==> src/rtl/hex_ascii_streamer.sv <==
// Hex-to-ASCII byte streamer: buffers one binary word behind a valid/ready
// handshake and emits it as ASCII hex digits, MSB nibble first, followed by
// an optional CR/LF terminator, one byte per accepted transfer.
module hex_ascii_streamer #(
  parameter int unsigned DATA_W    = 16,
  parameter int unsigned TERM_MODE = 2,
  parameter int unsigned UPPER     = 1
) (
  input  logic              Clk,
  input  logic              Reset,
  input  logic              Data_valid,
  input  logic [DATA_W-1:0] Data_in,
  output logic              Data_ready,
  input  logic              TX_ready,
  output logic              Char_valid,
  output logic [7:0]        Char_out,
  output logic              Frame_done,
  output logic              Busy
);

  localparam int unsigned NIB  = DATA_W / 4;
  localparam int unsigned CntW = (NIB > 1) ? $clog2(NIB) : 1;
  localparam logic [CntW-1:0] CntLast = CntW'(NIB - 1);

  typedef enum logic [1:0] {StIdle, StHex, StTermCr, StTermLf} state_e;

  state_e            state_q, state_d;
  logic [DATA_W-1:0] buf_q, buf_d;
  logic              buf_full_q, buf_full_d;
  logic [DATA_W-1:0] shift_q, shift_d, shift_nxt;
  logic [CntW-1:0]   cnt_q, cnt_d;
  logic              char_valid_q, char_valid_d;
  logic [7:0]        char_out_q, char_out_d;
  logic              frame_done_q, frame_done_d;

  logic xfer, accept, load, frame_end;

  function automatic logic [7:0] hex_char(input logic [3:0] nib);
    if (nib < 4'd10) begin
      return 8'h30 + {4'h0, nib};
    end else if (UPPER != 0) begin
      return 8'h37 + {4'h0, nib};  // 'A' - 10
    end else begin
      return 8'h57 + {4'h0, nib};  // 'a' - 10
    end
  endfunction

  assign xfer   = char_valid_q & TX_ready;
  assign accept = Data_valid & ~buf_full_q;

  // State register.
  always_ff @(posedge Clk) begin
    if (Reset) begin
      state_q <= StIdle;
    end else begin
      state_q <= state_d;
    end
  end

  // Next-state logic; a frame end with a buffered word reloads in the same edge.
  always_comb begin
    state_d   = state_q;
    load      = 1'b0;
    frame_end = 1'b0;
    unique case (state_q)
      StIdle: load = buf_full_q;
      StHex: begin
        if (xfer && cnt_q == '0) begin
          if (TERM_MODE == 2) begin
            state_d = StTermCr;
          end else if (TERM_MODE == 1) begin
            state_d = StTermLf;
          end else begin
            frame_end = 1'b1;
          end
        end
      end
      StTermCr: if (xfer) state_d = StTermLf;
      StTermLf: if (xfer) frame_end = 1'b1;
      default:  state_d = StIdle;
    endcase
    if (frame_end) begin
      if (buf_full_q) begin
        load = 1'b1;
      end else begin
        state_d = StIdle;
      end
    end
    if (load) begin
      state_d = StHex;
    end
  end

  // Datapath registers: input buffer, shifter, nibble counter, output byte.
  always_ff @(posedge Clk) begin
    if (Reset) begin
      buf_q        <= '0;
      buf_full_q   <= 1'b0;
      shift_q      <= '0;
      cnt_q        <= '0;
      char_valid_q <= 1'b0;
      char_out_q   <= 8'h00;
      frame_done_q <= 1'b0;
    end else begin
      buf_q        <= buf_d;
      buf_full_q   <= buf_full_d;
      shift_q      <= shift_d;
      cnt_q        <= cnt_d;
      char_valid_q <= char_valid_d;
      char_out_q   <= char_out_d;
      frame_done_q <= frame_done_d;
    end
  end

  // Datapath next values; the output byte only changes on a transfer or a load.
  always_comb begin
    buf_d        = buf_q;
    buf_full_d   = buf_full_q;
    shift_d      = shift_q;
    cnt_d        = cnt_q;
    char_valid_d = char_valid_q;
    char_out_d   = char_out_q;
    frame_done_d = frame_end;
    shift_nxt    = shift_q << 4;

    if (state_q == StHex && xfer) begin
      shift_d = shift_nxt;
      cnt_d   = cnt_q - 1'b1;
      if (cnt_q != '0) begin
        char_out_d = hex_char(shift_nxt[DATA_W-1 -: 4]);
      end
    end

    if (frame_end && !buf_full_q) begin
      char_valid_d = 1'b0;
      char_out_d   = 8'h00;
    end else if (state_d == StTermCr && state_q == StHex) begin
      char_out_d = 8'h0D;
    end else if (state_d == StTermLf && state_q != StTermLf) begin
      char_out_d = 8'h0A;
    end

    if (load) begin
      buf_full_d   = 1'b0;
      shift_d      = buf_q;
      cnt_d        = CntLast;
      char_valid_d = 1'b1;
      char_out_d   = hex_char(buf_q[DATA_W-1 -: 4]);
    end

    // Load and accept are exclusive: load needs a full buffer, accept an empty one.
    if (accept) begin
      buf_full_d = 1'b1;
      buf_d      = Data_in;
    end
  end

  // Outputs straight from registers.
  always_comb begin
    Data_ready = ~buf_full_q;
    Char_valid = char_valid_q;
    Char_out   = char_out_q;
    Frame_done = frame_done_q;
    Busy       = (state_q != StIdle) | buf_full_q;
  end

endmodule

==> config.mk <==
export PLATFORM = sky130hd
export DESIGN_NAME = hex_ascii_streamer
export DESIGN_NICKNAME = d
export VERILOG_FILES = /design/src/rtl/hex_ascii_streamer.sv
export SDC_FILE = /design/constraint.sdc
export NUM_CORES = 1
export LEC_CHECK = 0
export ABC_AREA = 1
export BUFFER_PORTS_ARGS = -buffer_cell sky130_fd_sc_hd__buf_2
export CAP_MARGIN = 20
export CORE_AREA = 2 2 62 64
export DETAILED_ROUTE_END_ITERATION = 8
export DIE_AREA = 0 0 64 66
export HOLD_SLACK_MARGIN = 0.05
export PLACE_DENSITY = 0.81
export SYNTH_ARGS = -nofsm -noshare
export SYNTH_HDL_FRONTEND = slang
export SYNTH_SLANG_ARGS = --single-unit
==> constraint.sdc <==
create_clock -name Clk -period 4 [get_ports Clk]
set_input_delay 0.2 -clock Clk [delete_from_list [all_inputs] [get_ports Clk]]
set_output_delay 0.2 -clock Clk [all_outputs]
set_load 0.005 [all_outputs]
# Word-level counts from Yosys, hierarchy flattened
# Index checks and enable logic that the tools add are counted.
# totals
register_bits,43
input_bits,20
out_inout_bits,12
wordCells,68
# classes
add_sub_neg,5
n_lt_le_gt_ge,2
n_eq_ne,6
mux,27
n_bitwise,4
n_reduce_logical,16
# op_table
op,n
$mux 8,6
$add 6x4->7 const A,4
$mux 12,2
$mux 2,7
$mux 7,2
$reduce_bool 2->1,5
$reduce_bool 5->1,2
$mux 1,9
$eq 2x2->1 const B,4
$lt 4x4->1 const B,2
$logic_and 1x1->1,5
$logic_not 2->1,2
$pmux 2 s2,1
$and 1x1->1,2
$eq 2x1->1 const B,1
$ne 2x2->1 const B,1
$reduce_and 2->1,1
$sub 2x1->2 const B,1
$logic_not 1->1,1
$not 1->1,1
$or 1x1->1,1

# Depth between registers and ports, before layout
# logic_depth
ltp_word,13
ltp_mapped,14
ltp_nobuf,14

# Worst setup path after synthesis
# No wires, ideal clock.
# synth_path
path_kind,reg-to-reg
start,reg state_q[1]
end,"reg char_out_q[2], in the netlist Char_out[2]"
arrival_ns,1.563
required_time_ns,3.885
path_slack_ns,2.323
stages_incl_launch_ff,15
n_path_buf,1
period_less_slack_ns,1.677
path_cell_list,dfxtp_1 inv_1 ha_1 inv_1 nor2_1 nand2_1 nand3_1 nand2_2 inv_2 nand2_4 nand3_4 buf_6 nand2_1 a21oi_1 nor2_1
# synth_via
elab_chain_cells,11
word_cells_on_any_way,28
# synth_lines
element,line,text
from (decl),27,"state_e state_q, state_d;"
from (signal assigned),54,state_q <= StIdle;
from (signal assigned),56,state_q <= state_d;
"$eq 2x2->1, or another cell as far along",65,unique case (state_q)
$pmux 2 s2 / $mux 1 (equally long branches),65,
$mux 2 / $mux 1 (equally long branches),83,if (buf_full_q) begin
$mux 2 / $mux 1 (equally long branches),82,if (frame_end) begin
$mux 2,89,if (load) begin
$eq 2x2->1,139,end else if (state_d == StTermLf && state_q != StTermLf) begin
$logic_and 1x1->1,139,
$mux 8,139,
$mux 8,137,end else if (state_d == StTermCr && state_q == StHex) begin
$mux 8,134,if (frame_end && !buf_full_q) begin
$mux 8,143,if (load) begin
to (signal assigned),110,char_out_q <= char_out_d;
to (decl),33,"logic [7:0] char_out_q, char_out_d;"
# Several ways; a longest one is shown, not always the timed one.
# A chain may end at the register's enable or synchronous reset.

# Worst setup path in the final report
# layout_path
start,reg state_q[1]
end,reg shift_q[2]
# layout_via
elab_chain_cells,5
word_cells_on_any_way,10
# layout_lines
element,line,text
$logic_not 2->1,65,
$mux 1,65,
$mux 1,83,
$mux 1,82,
$mux 12 / $reduce_bool 2->1 (equally long branches),--,
to (signal assigned),107,shift_q <= shift_d;
to (decl),30,"logic [DATA_W-1:0] shift_q, shift_d, shift_nxt;"
# Several ways; a longest one is shown, not always the timed one.

==> implementation parameters <==
Parameter                              Value

Outcome
  Status    completed

Clocking
  Clock Latency Late Sink    0.36 ns
  Clk sink count    42
  Post-CTS Setup Bufs    0
  CTS buffer count    5
  Bufs on Longest Clock Path    2
  Clock-pin slew on the worst setup and hold paths    0.13 ns
  TritonCTS clock tree    built
  Number of buffers inserted by hold repair at cts    1
  H-tree depth reported by CTS    2
  Number of resized instances in the post-cts repair step    0
  Library cell used as clock root buffer    sky130_fd_sc_hd__clkbuf_4

Routing
  Count of routing violations after the opening detailed-route iteration    71
  Post-route DRC    0
  Detailed Route WL    4.01 mm
  Wirelength per Cell    11.2 um
  Remaining antenna violation count    0
  Number of vias per cell    4.97
  Vias    1776
  DRT Pass-1 Iters    4

Floorplanning
  Initial core utilization    0.564
  Die Footprint    0.00422 mm2
  Chip Width    64 um
  Height of the die    66 um
  Number of top-level design ports    32
  Placeable core region    0.00355 mm2
  Cell Rows    22

GRT
  First-pass GRT wire length    6.84 mm
  Maximum number of pins on one net before global-route repair    23
  Total Routing Usage GR    0.209
  Number of global-route vias before repair    1573
  Number of antenna violations at the first check in global routing    0
  Remaining global-route overflow    0

Synth
  Share of the synthesized area in compound gates (AO/OA/AOI/OAI)    0.166
  Yosys warns    0
  Syn avg cell area    7.15 um2
  Sequential area share after synthesis    0.420
  Adder and majority gate portion of the synthesized area    0.0437
  Count of distinct cell types in the synthesized netlist    32
  Xor/xnor cell area share of the yosys netlist    0.0131
  Syn nets    307
  Synthesized-area fraction occupied by and/or/nand/nor cells    0.272
  Mux contribution to synthesized area    0
  Combinational family with the most area after synthesis    simple AND/OR/NAND/NOR gates
  Gate Count Post-Synth    280
  Cell area after technology mapping    0.00200 mm2
  Number of register bits inferred by synthesis    42

Layout
  Area growth from synthesis to layout    13.2%
  Fillers    334
  N_diodes    0
  Share of the core filled with cells in the final layout    0.639
  Share of layout cells above drive strength 1    0.181
  Final net count    335

Timing
  Total negative slack for setup checks    0 ns
  Worst-Margin Slew    0.753 ns
  Post-route clock period utilization    0.573
  Time the final worst path needs with I/O delays and setup    2.29 ns
  Relative max-transition margin    0.496
  RSZ-0062 raised after global routing    no
  Total of endpoints with negative setup slack in the final report    0
  Fmax    437 MHz
  Pins over their slew limit    0
  Endpoints failing hold    0
  Fin Clk Skew    0.00975 ns

Placed design
  GP Congestion    0.822
  DPL Wire Length    2.85 mm
  Number of buffer cells added on primary ports    30

Setup path
  R2R Setup Slk    1.71 ns
  Required @ worst endpoint    4.30 ns
  Slowest stage cell, crit path    sky130_fd_sc_hd__nor2_1
  Critical Path Source Type    register
  Ordered list of cells on the worst path    inv_1 > ha_1 > inv_1 > nand2_1 > nand2_2 > inv_2 > nor2_1 > nand2_1 > a21oi_1
  Type of the worst setup path    register to register
  Biggest fanout along the worst timing path    19
  Endpoint class of the critical path    register
  Signal arrival time at the worst endpoint    2.59 ns
  Delay of the slowest cell on the worst path    0.62 ns

Power
  Leakage component of the power    1.01 nW
  Worst supply voltage drop on vdd    0.296 mV
  Pwr per Cell Area    578 mW/mm2

Flow run
  Max Cap Violations    0

Hold path
  Class of the tightest hold or removal check    input port to register
## path summary, 6_finish.rpt
kind,startpoint,end,cells past startpoint
setup / recovery,state_q[1],shift_q[2],9
hold / removal,Data_in[5],buf_q[5],3
setup reg to reg,state_q[1],shift_q[2],9
hold reg to reg,buf_q[1],shift_q[1],2
## synth_stat cells
library cell	n	share of area
sky130_fd_sc_hd__a211oi_1	1	0.0037
sky130_fd_sc_hd__a21oi_1	18	0.045
sky130_fd_sc_hd__a21oi_2	1	0.0044
sky130_fd_sc_hd__a31oi_1	9	0.028
sky130_fd_sc_hd__buf_2	2	0.0050
sky130_fd_sc_hd__buf_4	1	0.0037
sky130_fd_sc_hd__buf_6	1	0.0056
sky130_fd_sc_hd__clkbuf_1	9	0.017
sky130_fd_sc_hd__clkinv_1	1	0.0019
sky130_fd_sc_hd__conb_1	1	0.0019
sky130_fd_sc_hd__dfxtp_1	42	0.42
sky130_fd_sc_hd__ha_1	7	0.044
sky130_fd_sc_hd__inv_1	23	0.043
sky130_fd_sc_hd__inv_2	4	0.0075
sky130_fd_sc_hd__nand2_1	56	0.10
sky130_fd_sc_hd__nand2_2	5	0.016
sky130_fd_sc_hd__nand2_4	1	0.0056
sky130_fd_sc_hd__nand3_1	11	0.027
sky130_fd_sc_hd__nand3_2	2	0.010
sky130_fd_sc_hd__nand3_4	1	0.0087
sky130_fd_sc_hd__nand3b_1	1	0.0037
sky130_fd_sc_hd__nand4_1	1	0.0031
sky130_fd_sc_hd__nor2_1	43	0.081
sky130_fd_sc_hd__nor2_2	2	0.0062
sky130_fd_sc_hd__nor3_1	1	0.0025
sky130_fd_sc_hd__o211ai_1	1	0.0037
sky130_fd_sc_hd__o21ai_0	21	0.052
sky130_fd_sc_hd__o21ai_1	8	0.020
sky130_fd_sc_hd__o21ai_2	1	0.0044
sky130_fd_sc_hd__o221ai_1	1	0.0044
sky130_fd_sc_hd__or2_2	1	0.0031
sky130_fd_sc_hd__xor2_1	3	0.013
## metal layers
layer / routed length [um] / up-vias / global-route usage
li1: - / 955 / -
met4: 71 / 0 / 0.0788
met1: 1930 / 772 / 0.262
met2: 1860 / 40 / 0.342
met3: 154 / 9 / 0.0579
met5: 0 / - / 0
## worst max-delay path: cells and delay by family (launching register included)
family	cells	cell delay (ns)
DFF	1	0.42
buffers and inverters	3	0.37
and+or+nand+nor	4	1.05
adders and majority gates	1	0.23
AOI/OAI and AO/OA	1	0.17
## layout by cell type (no fill, tap or decap)
cell type and n:
sky130_fd_sc_hd__clkinv_2 2, sky130_fd_sc_hd__nand2_1 56, sky130_fd_sc_hd__conb_1 1, sky130_fd_sc_hd__nand3b_1 1, sky130_fd_sc_hd__nand3_4 1, sky130_fd_sc_hd__bufinv_16 1
sky130_fd_sc_hd__nor2_2 2, sky130_fd_sc_hd__nand3_2 2, sky130_fd_sc_hd__o21ai_0 21, sky130_fd_sc_hd__nand2_2 5, sky130_fd_sc_hd__o21ai_1 8, sky130_fd_sc_hd__nand4_1 1
sky130_fd_sc_hd__inv_2 4, sky130_fd_sc_hd__o211ai_1 1, sky130_fd_sc_hd__inv_1 23, sky130_fd_sc_hd__dlygate4sd3_1 4, sky130_fd_sc_hd__nor2_1 43, sky130_fd_sc_hd__nand3_1 11
sky130_fd_sc_hd__buf_2 30, sky130_fd_sc_hd__a21oi_2 1, sky130_fd_sc_hd__clkbuf_4 5, sky130_fd_sc_hd__xor2_1 3, sky130_fd_sc_hd__a31oi_1 9, sky130_fd_sc_hd__nor3_1 1
sky130_fd_sc_hd__o221ai_1 1, sky130_fd_sc_hd__dfxtp_1 42, sky130_fd_sc_hd__clkinv_1 1, sky130_fd_sc_hd__a21oi_1 18, sky130_fd_sc_hd__o21ai_2 1, sky130_fd_sc_hd__ha_1 7
sky130_fd_sc_hd__or2_2 1, sky130_fd_sc_hd__a211oi_1 1, sky130_fd_sc_hd__nand2_4 1
## metrics by stage
step,instances,instance area [um2],setup WS [ns],power [mW],hold slack [ns]
3_3_place_gp,345,2150,1.87,1.03,0.420
4_1_cts,354,2240,1.73,1.31,0.0501
3_5_place_dp,345,2150,1.74,1.04,0.425
6_report,357,2270,1.71,1.31,0.0522
2_1_floorplan,280,2000,2.32,0.936,0.335
5_1_grt,357,2270,1.46,1.42,0.0550
## cells by family (layout without fill, tap and decap cells)
group | after synthesis | in the layout
XOR/XNOR | 3 | 3
other | 1 | 1
buffers and inverters | 41 | 70
flip-flops | 42 | 42
AO/OA/AOI/OAI | 61 | 61
adder cells (fa/ha/maj) | 7 | 7
AND/OR/NAND/NOR | 125 | 125
## area by class of cell
| cell class | count | area, um2 | area share |
|---|---|---|---|
| flip-flops and latches | 42 | 841 | 0.371 |
| well taps | 48 | 60.1 | 0.0265 |
| clock inverters | 3 | 40.0 | 0.0177 |
| multi-input cells | 197 | 995 | 0.438 |
| inverters | 28 | 105 | 0.0463 |
| repair buffers | 34 | 190 | 0.0838 |
| clock buffers | 5 | 37.5 | 0.0165 |
## state kept, by name, indices dropped and copies added (netlist names)
name and cells:
buf_full_q 1, shift_q 12, state_q 2, Char_out 7, buf_q 16, Frame_done 1
Char_valid 1, cnt_q 2
## report_power, final
part           switching (mW)  internal [mW]
clock                   0.140          0.129
combinational           0.320          0.184
sequential             0.0436          0.492
Note: power is estimated with default switching activity, not from simulation.
